==> src/rtl/cpu_pkg.sv <==
// Shared constants for the 5-stage MIPS pipeline: widths, special registers,
// control-bundle bit positions and forwarding-select encodings.
package cpu_pkg;

  localparam int DW = 32;
  localparam int AW = 5;

  localparam logic [4:0] REG_RA  = 5'd31;
  localparam logic [4:0] REG_SYS = 5'd2;

  localparam int CTL_REGWRITE = 0;
  localparam int CTL_MEMREAD  = 1;
  localparam int CTL_MEMWRITE = 2;

  typedef enum logic [1:0] {
    FWD_NONE = 2'b00,
    FWD_MEM  = 2'b01,
    FWD_WB   = 2'b10
  } fwd_e;

endpackage

==> src/rtl/id_ex_stage_fwd_sel.sv <==
// Forwarding-select for one EX operand: picks EX/MEM over MEM/WB, and never
// forwards for register 0 or an empty (bubble) EX slot.
module fwd_sel
  import cpu_pkg::*;
#(
  parameter int AW = cpu_pkg::AW
) (
  input  logic          valid,
  input  logic [AW-1:0] src,
  input  logic [AW-1:0] mem_rw,
  input  logic          mem_regwrite,
  input  logic [AW-1:0] wb_rw,
  input  logic          wb_regwrite,
  output logic [1:0]    sel
);

  always_comb begin
    // NOTE: default assigned first so every path drives sel; no latch inferred.
    sel = FWD_NONE;
    if (valid && src != '0) begin
      if (mem_regwrite && mem_rw == src)
        sel = FWD_MEM;
      else if (wb_regwrite && wb_rw == src)
        sel = FWD_WB;
    end
  end

endmodule

==> src/rtl/id_ex_stage.sv <==
// ID/EX pipeline register with load-use stall, bubble insertion and EX forwarding selects.
// Optional: define BUBBLE_CNT_EN to add the saturating bubble_cnt output.
module id_ex_stage
  import cpu_pkg::*;
#(
  parameter int DW = cpu_pkg::DW,
  parameter int AW = cpu_pkg::AW
) (
  input  logic          clk,
  input  logic          rst,
  input  logic          halt,
  input  logic          flush,
  input  logic          id_valid,
  input  logic [DW-1:0] id_pc,
  input  logic [AW-1:0] id_ra,
  input  logic [AW-1:0] id_rb,
  input  logic [AW-1:0] id_rw,
  input  logic [DW-1:0] id_imm,
  input  logic [DW-1:0] id_r1,
  input  logic [DW-1:0] id_r2,
  input  logic [15:0]   id_ctrl,
  input  logic [AW-1:0] mem_rw,
  input  logic          mem_regwrite,
  input  logic [AW-1:0] wb_rw,
  input  logic          wb_regwrite,
  output logic          stall,
  output logic          ex_valid,
  output logic [DW-1:0] ex_pc,
  output logic [DW-1:0] ex_imm,
  output logic [DW-1:0] ex_r1,
  output logic [DW-1:0] ex_r2,
  output logic [AW-1:0] ex_ra,
  output logic [AW-1:0] ex_rb,
  output logic [AW-1:0] ex_rw,
  output logic [15:0]   ex_ctrl,
`ifdef BUBBLE_CNT_EN
  output logic [15:0]   bubble_cnt,
`endif
  output logic [1:0]    fwd_a,
  output logic [1:0]    fwd_b
);

  logic bubble;

  // A load in EX whose destination is read by decode cannot be forwarded in time.
  assign stall = id_valid && ex_valid && ex_ctrl[CTL_MEMREAD] && (ex_rw != '0) &&
                 ((id_ra == ex_rw) || (id_rb == ex_rw)) && !flush && !halt;

  assign bubble = (flush || stall) && !halt;

  // NOTE: sequential state uses non-blocking assignments so every register
  // samples pre-edge values; the async reset clears the stage immediately.
  always_ff @(posedge clk or posedge rst) begin
    if (rst) begin
      ex_valid <= 1'b0;
      ex_pc    <= '0;
      ex_imm   <= '0;
      ex_r1    <= '0;
      ex_r2    <= '0;
      ex_ra    <= '0;
      ex_rb    <= '0;
      ex_rw    <= '0;
      ex_ctrl  <= '0;
    end else if (halt) begin
      ex_valid <= ex_valid;
    end else if (bubble) begin
      ex_valid <= 1'b0;
      ex_pc    <= '0;
      ex_imm   <= '0;
      ex_r1    <= '0;
      ex_r2    <= '0;
      ex_ra    <= '0;
      ex_rb    <= '0;
      ex_rw    <= '0;
      ex_ctrl  <= '0;
    end else begin
      ex_valid <= id_valid;
      ex_pc    <= id_pc;
      ex_imm   <= id_imm;
      ex_r1    <= id_r1;
      ex_r2    <= id_r2;
      ex_ra    <= id_ra;
      ex_rb    <= id_rb;
      ex_rw    <= id_rw;
      ex_ctrl  <= id_valid ? id_ctrl : 16'h0000;
    end
  end

`ifdef BUBBLE_CNT_EN
  always_ff @(posedge clk or posedge rst) begin
    if (rst)
      bubble_cnt <= '0;
    else if (bubble && bubble_cnt != 16'hFFFF)
      bubble_cnt <= bubble_cnt + 16'd1;
  end
`endif

  fwd_sel #(.AW(AW)) u_fwd_a (
    .valid        (ex_valid),
    .src          (ex_ra),
    .mem_rw       (mem_rw),
    .mem_regwrite (mem_regwrite),
    .wb_rw        (wb_rw),
    .wb_regwrite  (wb_regwrite),
    .sel          (fwd_a)
  );

  fwd_sel #(.AW(AW)) u_fwd_b (
    .valid        (ex_valid),
    .src          (ex_rb),
    .mem_rw       (mem_rw),
    .mem_regwrite (mem_regwrite),
    .wb_rw        (wb_rw),
    .wb_regwrite  (wb_regwrite),
    .sel          (fwd_b)
  );

endmodule

==> config.mk <==
export PLATFORM = sky130hd
export DESIGN_NAME = id_ex_stage
export DESIGN_NICKNAME = d
export VERILOG_FILES = /design/src/rtl/cpu_pkg.sv /design/src/rtl/id_ex_stage_fwd_sel.sv /design/src/rtl/id_ex_stage.sv
export SDC_FILE = /design/constraint.sdc
export NUM_CORES = 1
export LEC_CHECK = 0
export ABC_CLOCK_PERIOD_IN_PS = 12100
export BUFFER_PORTS_ARGS = -buffer_cell sky130_fd_sc_hd__buf_2
export CAP_MARGIN = 40
export CORE_MARGIN = 2
export CORE_UTILIZATION = 30
export DETAILED_ROUTE_END_ITERATION = 8
export GPL_TIMING_DRIVEN = 1
export SLEW_MARGIN = 0
export SYNTH_ARGS = -nofsm -noshare
export SYNTH_HDL_FRONTEND = slang
export SYNTH_SLANG_ARGS = --single-unit
export TNS_END_PERCENT = 30
==> constraint.sdc <==
create_clock -name clk -period 12.1 [get_ports clk]
set_input_delay 2.42 -clock clk [delete_from_list [all_inputs] [get_ports clk]]
set_output_delay 2.42 -clock clk [all_outputs]
set_load 0.02 [all_outputs]
==> impl_metrics.yaml <==
timing:
  setup_viol: 0
  max-slew-margin-rel_pct: 13.86
  rsz0062_at_grt: "false"
  worst_pin_slew_ns: 1.292
  hold_viol_final: 0
  period_share_pct: 53.49
  skew_ns: 0.01195
  setup_tns_ns: 0
  fmax_mhz: 154.5
  drv_slew: 0
  fin_crit_ns: 6.472
global_routing:
  gr-total-overflow: 0
  grt_pass1_vias: 7039
  grt_usage_pct: 17.72
  grt_max_degree: 267
  antenna_found_initial: 1
  grt_pass1_wl_um: 38340
place:
  port_buffers: 340
  place_inst: 1392
  gp_congestion: 0.8015
  place_area_um2: 9772
  place.detailed.hpwl_um: 16140
die:
  dieWidth_um: 164.9
  start_util_pct: 30.65
  die_area_um2: 27180
  die_y_um: 164.9
  core_um2: 25330
  rows: 58
  pin_count: 341
logic_synthesis:
  synthFlopType: "dfrtp_1"
  syn_area_um2: 7762
  synth.top_cell.area_share_pct: 51.58
  yosysWarnings: 0
  muxShareOfSynthArea_pct: 0
  synth-simple-area-share_pct: 10.98
  synth_fp_nets: 971
  synth_xor_area_share_pct: 3.385
  synth_top_area_cell: "dfrtp_1"
  ys_seq_area_share_pct: 51.58
  syn_inst: 795
  synth_compound_area_share_pct: 28.68
  ys_ff_latch: 160
  async_reset_ff_share_pct: 100.0
  synthTopCellsByArea: "dfrtp_1 52%, a32oi_1 17%, nand2_1 7.3%, o21ai_1 6.5%, o21ai_0 3.9%"
  synth-edff-count: 0
  ys_types: 24
  synth_top_family_by_area: "compound AO/OA/AOI/OAI gates"
  synth_fa_ha_area_share_pct: 0
  avgSynthCellArea_um2: 9.764
  synth_common_cells: "160 x dfrtp_1, 151 x nand2_1, 149 x a32oi_1"
  synth.most_common_cell: "dfrtp_1"
final_layout:
  final_area_um2: 10350
  drive_above_1_share_pct: 36.56
  nets: 1257
  area_growth_pct: 33.32
  finalNonFillerCells: 1426
  fillers: 2520
worst_setup_path:
  critical_path.max_stage_delay_ns: 0.61
  cp_max_fo: 78
  start_kind: "input port"
  slowest_stage: "buf_4"
  end_kind: "output pin"
  path_class: "input port to output pin"
  path_cells: "buf_2 -> xnor2_1 -> nand3_1 -> o22ai_4 -> buf_4 -> nor2b_1 -> buf_2"
  crit_arrival_ns: 4.05
  cp.buffers_inverters: 3
  cp.required_ns: 9.68
  crit_path_frequent_cell: "buf_2"
  cp_top_family: "buffers and inverters"
  rrSetupSlack_ns: 9.24
power:
  clkPwrFrac_pct: 34.5
  intPower_mw: 1.025
  seqPwrFrac_pct: 42.2
  ir_worst_vdd_mv: 0.05977
  net-switching-power_uw: 511.9
  switching_share_pct: 33.31
  p_leak_nw: 4.622
  comb_power_share_pct: 23.4
  cellPowerDensity_nw_per_um2: 148.5
detailed_routing:
  routedWlPerCell_um: 17.56
  drc_errors: 0
  num_vias: 7638
  drt_iter0_markers: 616
  firstDrtPassIters: 5
  vias_per_cell: 5.356
  routed_wirelength_um: 25040
  postRouteAntennaNets: 0
clock_network:
  htree_levels: 4
  cts_resized: 0
  cts_buffers: 17
  clock_latency_ns: 0.41
  cts_root_buffer: "clkbuf_16"
  cts.sinks: 160
  postCtsSetupBuffers: 0
  ctsLongestPathBuffers: 2
  ctsHoldBuffers: 0
  path_clk_slew_ns: 0.07
  cts_tree: "done"
hold_path:
  hold_path_class: "register to register"
run:
  maxCapViolations: 0
run_status:
  status: "complete, no violations"
==> per-stage QoR <==
stage	utilization [%]	hold slack [ns]	power (mW)	setup slack, ns
2_1_floorplan	-	0.5948	0.8611	5.360
3_3_place_gp	37.82	0.4675	1.008	5.562
3_5_place_dp	38.58	0.4728	1.021	5.573
4_1_cts	40.84	0.4883	1.564	5.564
5_1_grt	40.85	0.5068	1.624	5.474
6_report	40.86	0.4795	1.537	5.628
==> kinds of logic after synthesis <==
group / Yosys count
AO/OA/AOI/OAI: 324
AND/OR/NAND/NOR: 191
flip-flops: 160
XOR/XNOR: 30
buffers and inverters: 90
==> path summary, 6_finish.rpt <==
check / start / to / cells after the start
min: ex_pc[29] / ex_pc[29] / 2
max reg2reg: ex_rw[1] / ex_imm[4] / 8
min reg2reg: ex_pc[29] / ex_pc[29] / 2
min in group asynchronous: rst / ex_r2[16] / 2
max in group asynchronous: rst / ex_ra[3] / 5
max: id_rb[4] / stall / 7
==> area by class of cell <==
cell class,count,area [um^2],share of cell area [%]
diodes,2,5.005,0.04836
repair buffers,355,1969,19.03
multi-input cells,545,3373,32.60
well taps,330,412.9,3.990
clock buffers,20,446.7,4.316
clock inverters,12,125.1,1.209
flip-flops and latches,160,4004,38.69
inverters,2,12.51,0.1209
==> power by group through the flow <==
| stage | combinational (mW) | clock (mW) | sequential, mW |
|---|---|---|---|
| 2_1_floorplan | 0.127 | 0 | 0.734 |
| 3_3_place_gp | 0.352 | 0 | 0.656 |
| 3_5_place_dp | 0.364 | 0 | 0.656 |
| 4_1_cts | 0.363 | 0.553 | 0.648 |
| 5_1_grt | 0.393 | 0.575 | 0.656 |
| 6_report | 0.359 | 0.530 | 0.648 |
==> cell usage in the layout, fill, tap and decap left out, types with 2 or more instances in the layout <==
master        n
clkbuf_1      2
o21ai_1     101
a22oi_1      11
o21ai_0      61
or3b_2       10
xnor2_1      14
nand3_1       6
clkbuf_16    17
xor2_1       16
nor2_1        2
buf_4         8
clkinvlp_4    3
nand2_1     151
dfrtp_1     160
diode_2       2
nor3b_1      12
or4_1         3
buf_16        7
clkinv_4      3
inv_6         5
buf_2       339
nor4_1        4
a32oi_1     149
==> state kept, by name, summed over array words and instances (netlist names), 5 cells and up <==
signal and count:
ex_imm 32, ex_rw 5, ex_ctrl 16, ex_r2 32, ex_pc 32, ex_r1 32, ex_ra 5, ex_rb 5
==> per-layer routing <==
layer / part of all wire, % / global-route usage (%) / up-vias
met4: 2.0 / 5.692 / 0
met3: 7.8 / 5.173 / 30
met1: 43 / 23.48 / 3701
met5: 0 / 0 / -
li1: - / - / 3588
met2: 48 / 27.88 / 319
==> worst min-delay path: cells and delay by family, from the launching register on <==
kind | cells | cell delay [ns]
DFF | 1 | 0.34
AOI/OAI and AO/OA | 2 | 0.11
Power figures use the tool's default switching activity.
